File: src/rtl/regfile_wb_queue.sv
// Writeback queue feeding the 32x32 register file: merges load and ALU results in order,
// drains one write per cycle and exposes a pending-write scoreboard with forwarding.
module regfile_wb_queue #(
  parameter int unsigned DEPTH = 4
) (
  input  logic                     clk,
  input  logic                     rst,
  input  logic                     mem_valid,
  output logic                     mem_ready,
  input  logic [4:0]               mem_adr,
  input  logic [31:0]              mem_data,
  input  logic                     alu_valid,
  output logic                     alu_ready,
  input  logic [4:0]               alu_adr,
  input  logic [31:0]              alu_data,
  output logic                     rf_en,
  output logic [4:0]               rf_w_adr,
  output logic [31:0]              rf_w_data,
  input  logic [4:0]               q_adr1,
  input  logic [4:0]               q_adr2,
  output logic                     busy1,
  output logic                     busy2,
  output logic [31:0]              fwd_data1,
  output logic [31:0]              fwd_data2,
  output logic [$clog2(DEPTH):0]   count
);

  localparam int unsigned AW = $clog2(DEPTH);
  localparam int unsigned CW = AW + 1;

  typedef logic [AW-1:0] ptr_t;

  logic [4:0]  adr_q  [DEPTH];
  logic [31:0] data_q [DEPTH];
  ptr_t        rd_ptr_q, wr_ptr_q;
  logic [CW-1:0] count_q;
  logic [CW-1:0] free;
  logic        mem_push, alu_push, pop;
  ptr_t        alu_slot;

  // Ready looks only at registered occupancy; the load path keeps the last free slot.
  assign free      = CW'(DEPTH) - count_q;
  assign mem_ready = !rst && (free != '0);
  assign alu_ready = !rst && (free >= CW'(2));

  // Address-0 writes complete the handshake but are dropped.
  assign mem_push = mem_valid && mem_ready && (mem_adr != 5'd0);
  assign alu_push = alu_valid && alu_ready && (alu_adr != 5'd0);
  assign pop      = (count_q != '0);
  assign alu_slot = wr_ptr_q + ptr_t'(mem_push);

  always_ff @(posedge clk) begin
    if (rst) begin
      rd_ptr_q <= '0;
      wr_ptr_q <= '0;
      count_q  <= '0;
    end else begin
      wr_ptr_q <= wr_ptr_q + ptr_t'(mem_push) + ptr_t'(alu_push);
      rd_ptr_q <= rd_ptr_q + ptr_t'(pop);
      count_q  <= count_q + CW'(mem_push) + CW'(alu_push) - CW'(pop);
    end
  end

  always_ff @(posedge clk) begin
    if (!rst) begin
      if (mem_push) begin
        adr_q[wr_ptr_q]  <= mem_adr;
        data_q[wr_ptr_q] <= mem_data;
      end
      if (alu_push) begin
        adr_q[alu_slot]  <= alu_adr;
        data_q[alu_slot] <= alu_data;
      end
    end
  end

  // Head write is suppressed while reset is held so a discarded entry never reaches the file.
  assign rf_en     = pop && !rst;
  assign rf_w_adr  = rf_en ? adr_q[rd_ptr_q]  : 5'd0;
  assign rf_w_data = rf_en ? data_q[rd_ptr_q] : 32'd0;
  assign count     = count_q;

  // Walk oldest to youngest so the last match wins.
  always_comb begin
    ptr_t idx;
    idx       = rd_ptr_q;
    busy1     = 1'b0;
    busy2     = 1'b0;
    fwd_data1 = 32'd0;
    fwd_data2 = 32'd0;
    for (int unsigned k = 0; k < DEPTH; k++) begin
      idx = rd_ptr_q + ptr_t'(k);
      if (k < 32'(count_q)) begin
        if ((q_adr1 != 5'd0) && (adr_q[idx] == q_adr1)) begin
          busy1     = 1'b1;
          fwd_data1 = data_q[idx];
        end
        if ((q_adr2 != 5'd0) && (adr_q[idx] == q_adr2)) begin
          busy2     = 1'b1;
          fwd_data2 = data_q[idx];
        end
      end
    end
  end

endmodule

File: config.mk
export PLATFORM = sky130hd
export DESIGN_NAME = regfile_wb_queue
export DESIGN_NICKNAME = d
export VERILOG_FILES = /design/src/rtl/regfile_wb_queue.sv
export SDC_FILE = /design/constraint.sdc
export NUM_CORES = 1
export LEC_CHECK = 0
export ABC_AREA = 1
export BUFFER_PORTS_ARGS = -buffer_cell sky130_fd_sc_hd__buf_2
export CAP_MARGIN = 20
export CORE_UTILIZATION = 50
export DETAILED_ROUTE_END_ITERATION = 8
export PLACE_DENSITY = 0.71
export SETUP_SLACK_MARGIN = 0.4
export SLEW_MARGIN = 20
export SYNTH_ARGS = -nofsm -noshare
export SYNTH_HDL_FRONTEND = slang
export SYNTH_SLANG_ARGS = --single-unit
export TNS_END_PERCENT = 50
File: constraint.sdc
create_clock -name clk -period 10.2 [get_ports clk]
set_input_delay 2.04 -clock clk [delete_from_list [all_inputs] [get_ports clk]]
set_output_delay 2.04 -clock clk [all_outputs]
set_load 0.01 [all_outputs]
## Word level (Yosys, flattened, before mapping)

Memories as Yosys holds them, arrays and structs flattened. A register that Yosys moved wholly into a read port is not among the register bits.
Cells that the tools add are included.

| storage, ports and cells | value |
|---|---|
| register bits | 7 |
| bits in writable memories | 148 |
| output and inout port bits | 109 |
| memories | 2 |

Memories:

| memory | depth | width | rd ports | clocked after memory_dff | wr ports | RTL line | text |
|---|---|---|---|---|---|---|---|
| data_q | 4 | 32 | 4 | 1 | 2 | 34 | `logic [31:0] data_q [DEPTH];` |
| adr_q | 4 | 5 | 4 | 1 | 2 | 33 | `logic [4:0] adr_q [DEPTH];` |

| cells by class | value |
|---|---|
| add/sub/neg operators | 10 |
| order comparisons | 5 |
| reduce and logical (&&, ||, !) cells | 22 |
| eq/ne operators | 8 |
| mux-type cells | 42 |

Operators with widths:

| cell | number |
|---|---|
| two-way mux 32 bit | 17 |
| equality test 5 bit | 8 |
| two-way mux 1 bit | 22 |
| nonzero test 5 bit | 4 |
| logical AND 1 bit | 15 |
| adder 2 x 1 -> 2 bit | 3 |
| adder 3 x 1 -> 3 bit | 2 |
| less-than comparator 1 x 3 -> 1 bit, first input constant | 2 |
| less-than comparator 2 x 3 -> 1 bit, first input constant | 2 |
| nonzero test 3 bit | 2 |
| two-way mux 5 bit | 1 |
| adder 2 bit, second input constant | 2 |
| two-way mux 2 bit | 2 |
| greater-or-equal comparator 3 x 2 -> 1 bit, second input constant | 1 |
| subtractor 3 x 1 -> 3 bit | 1 |
| subtractor 3 bit, first input constant | 1 |
| adder 2 x 1 -> 2 bit, second input constant | 1 |
| logical NOT 1 bit | 1 |

## Logic depth before layout (Yosys ltp)

| logic depth | value |
|---|---|
| depth in word-level cells | 10 |
| depth in mapped cells | 18 |
| gate-level depth less buffers | 14 |

## Worst setup path before layout

Ideal clock, no wire load.

| path | value |
|---|---|
| path kind | input port to flip-flop |
| start | input port rst |
| end | memory adr_q[2][0] (enable) |
| data arrival time | 5338 ps |
| library setup time | 487 ps |
| path buffers | 1 |
| slack | 4375 ps |
| stages on the path | 4 |
| cell sequence | clkbuf_1 > nor3b_1 > nand2_1 > o31ai_1 |

RTL lines:

| item | RTL line | text |
|---|---|---|
| start, declared | 7 | `input logic rst,` |
| end, declared | 33 |  |

## Final worst setup path

| path | value |
|---|---|
| start | register rd_ptr_q[1] |
| end | output port fwd_data2[5] |

| on the way | value |
|---|---|
| word-level cells in the longest chain between the ends | 10 |

RTL lines:

| item | RTL line | text |
|---|---|---|
| start, declared | 35 | `ptr_t rd_ptr_q, wr_ptr_q;` |
| start signal, assigned | 59 | `rd_ptr_q <= rd_ptr_q + ptr_t'(pop);` |
| adder 2 x 1 -> 2 bit | 92 | `idx = rd_ptr_q + ptr_t'(k);` |
| memory read (4 x 5 bit) | n/a |  |
| equality test 5 bit | 98 | `if ((q_adr2 != 5'd0) && (adr_q[idx] == q_adr2)) begin` |
| logical AND 1 bit | 98 |  |
| two-way mux 32 bit | 98 |  |
| two-way mux 32 bit | 93 | `if (k < 32'(count_q)) begin` |
| two-way mux 32 bit | 98 |  |
| two-way mux 32 bit | 93 |  |
| two-way mux 32 bit | 98 |  |
| two-way mux 32 bit (*) | 93 |  |
| end, declared | 24 | `output logic [31:0] fwd_data2,` |

Every way passes the cells marked *; elsewhere a longest branch is shown, timed or not.

==> flow_metrics.env <==
export IMPL_gr_total_overflow=0
export IMPL_grt_pass1_wl_microns=70800
export IMPL_gp_congestion=0.915
export IMPL_setup_ws_ns=2.94
export IMPL_io_buffers=196
export IMPL_avgSynthCellArea_sq_um=6.08
export IMPL_wirelength_microns=45100
export IMPL_num_io_pins=197
export IMPL_dp_slack_ns=3.54
export IMPL_fin_skew_ns=0.00884
export IMPL_cap_violations=0
export IMPL_die_h_microns=169
export IMPL_cts_root_buf="clkbuf_16"
export IMPL_power_density_mw_per_mm2=269
export IMPL_final_common_cell="nand2_1"
export IMPL_critPathLaunchType="flip-flop"
export IMPL_ctsLongestPathBuffers=2
export IMPL_netlist_area_leader_share_pct=31.9
export IMPL_status="finished, final reports clean"
export IMPL_syn_area_sq_mm=0.0139
export IMPL_ys_seq_area_share_pct=32.9
export IMPL_reg2reg_depth=13
export IMPL_hold_buffers=0
export IMPL_antenna_found_initial=2
export IMPL_num_rows=60
export IMPL_synth_nets=2390
export IMPL_rsz0062_at_grt="false"
export IMPL_finalSetupViolations=0
export IMPL_worstMarginPinSlew_ns=1.02
export IMPL_fin_crit_ns=7.26
export IMPL_synth_top_cell_by_area="edfxtp_1"
export IMPL_wl_per_cell_microns=16.4
export IMPL_ys_warnings_count=0
export IMPL_drt_iter0_drc=1916
export IMPL_clock_fmax_mhz=138
export IMPL_period_share_pct=71.2
export IMPL_seq_area_sq_mm=0.00459
export IMPL_nNetsFinal=2469
export IMPL_ys_top_cells_by_area="edfxtp_1 (32%), nand2_1 (22%), o21ai_0 (13%)"
export IMPL_netlist_instances=2290
export IMPL_initial_core_util_pct=51.3
export IMPL_synth_seq_cells=155
export IMPL_drive_above_1_share_pct=12.0
export IMPL_core_area_sq_mm=0.0272
export IMPL_grt_usage_pct=31.8
export IMPL_hold_path_class="flip-flop to flip-flop"
export IMPL_worstPathArrival_ns=5.22
export IMPL_die_w_microns=169
export IMPL_via_per_inst=5.40
export IMPL_ant_nets=0
export IMPL_nFillCells=2725
export IMPL_multiInputGateArea_sq_mm=0.00780
export IMPL_cts_setup_buffers=0
export IMPL_post_route_drc_count=0
export IMPL_critPathRequiredTime_ns=8.16
export IMPL_yosys_cell_types_count=32
export IMPL_endpoint_kind="output pin"
export IMPL_clkSinkCount=155
export IMPL_worstPathMaxFanout=86
export IMPL_htreeDepth=4
export IMPL_drt_first_pass_iters=6
export IMPL_holdPathStages=3
export IMPL_clock_latency_ns=0.43
export IMPL_crit_type="flip-flop to output pin"
export IMPL_cts_clk_slew_worst_paths_ns=0.06
export IMPL_area_delta_synth_final_pct=10.8
export IMPL_numCtsBuffers=17
export IMPL_via_count=14900
export IMPL_cts_tree="yes"
export IMPL_fin_tns_setup_ns=0
export IMPL_slew_viol_final=0
export IMPL_hold_viol_final=0
export IMPL_grt_pass1_vias=13000
export IMPL_peakVddDrop_uv=167
export IMPL_power_leakage_nw=7.61
export IMPL_cts_resized=0
export IMPL_layout_common_cells="nand2_1 (827), o21ai_0 (363), nor2_1 (272)"
export IMPL_relSlewSlack_pct=31.7
export IMPL_dieArea_sq_mm=0.0285
export IMPL_hpwl_microns=31300
export IMPL_grt_max_degree=107
through the flow:
step	instance area (sq um)	total power, mW	utilization (%)	hold WS, ns	instances
after floorplan	13900	2.74	-	0.577	2290
after global placement	14800	3.42	54.6	0.730	2722
after detailed placement	14800	3.46	54.6	0.736	2722
after CTS	15400	4.09	56.8	0.747	2753
after global routing	15400	4.48	56.8	0.828	2753
final	15400	4.16	56.8	0.749	2754
flip-flops by register name, indices dropped and copies added, names as in the netlist:
signal	cells
count	3
rd_ptr_q	2
adr_q	20
wr_ptr_q	2
data_q	128
final cells by class:
type                       instances  share of cell area, %
antenna                            1                 0.0162
timing repair buffer             219                   7.47
tap                              372                   3.02
clock buffer                      17                   2.76
inverter                         222                   5.41
clock inverter                    14                   1.04
multi-input combinational       1754                   50.5
sequential                       155                   29.7
kinds of logic (layout without fill, tap and decap cells):
| kind of cell | after synthesis | after routing | synth area share [%] |
|---|---|---|---|
| adder cells (fa/ha/maj) | 12 | 12 | 1.19 |
| other | 0 | 1 | 0 |
| XOR/XNOR | 11 | 11 | 0.692 |
| AND/OR/NAND/NOR | 1312 | 1312 | 38.2 |
| flip-flops | 155 | 155 | 32.9 |
| multiplexers | 2 | 2 | 0.144 |
| buffers and inverters | 381 | 472 | 11.7 |
| AO/OA/AOI/OAI | 417 | 417 | 15.2 |
final timing paths:
kind | end | slack (ns) | startpoint
max | fwd_data2[5] | 2.94 | rd_ptr_q[1]$_SDFF_PP0_
min | count[0]$_SDFF_PP0_ | 0.75 | count[0]$_SDFF_PP0_
max reg2reg | data_q[2][11]$_DFFE_PP_ | 6.42 | count[1]$_SDFF_PP0_
min reg2reg | count[0]$_SDFF_PP0_ | 0.75 | count[0]$_SDFF_PP0_
power breakdown:
part	switching [mW]	internal, mW
Combinational	1.85	0.684
Sequential	0.129	0.858
Clock	0.272	0.365
Total	2.25	1.91
worst max-delay path: stages (launching register included):
cell and delay (ns):
dfxtp_4 0.57, buf_4 0.40, inv_2 0.25, nand2_1 0.10
nand2_2 0.47, buf_4 0.51, nand2_1 0.15, nand3_1 0.11
nand2_1 0.08, nor2_2 0.11, buf_4 0.38, nand3_2 0.88
nand2_1 0.32, nand3_1 0.10, nand2_1 0.09, nand2_1 0.08
buf_2 0.15
per-layer routing:
layer / global-route usage, % / vias to the layer above / share of wire, %
met2: 47.8 / 741 / 43
li1: - / 7523 / -
met4: 7.63 / 2 / 1.1
met5: 0 / - / 0.029
met1: 46.4 / 6567 / 45
met3: 6.62 / 50 / 11
cells in the mapped netlist, drive strengths merged:
cell type and instances:
nand2 831, o21ai 412, nor2 281, inv 222, edfxtp 148, nand3 128
buf 104, nand4 65, clkbuf 55, ha 10, xor2 9, dfxtp 7
nand3b 3, o31ai 3, a21oi 2, fa 2, mux2i 2, nor3 2
xnor2 2, and2 1, nor3b 1
Power figures use the tool's default switching activity.
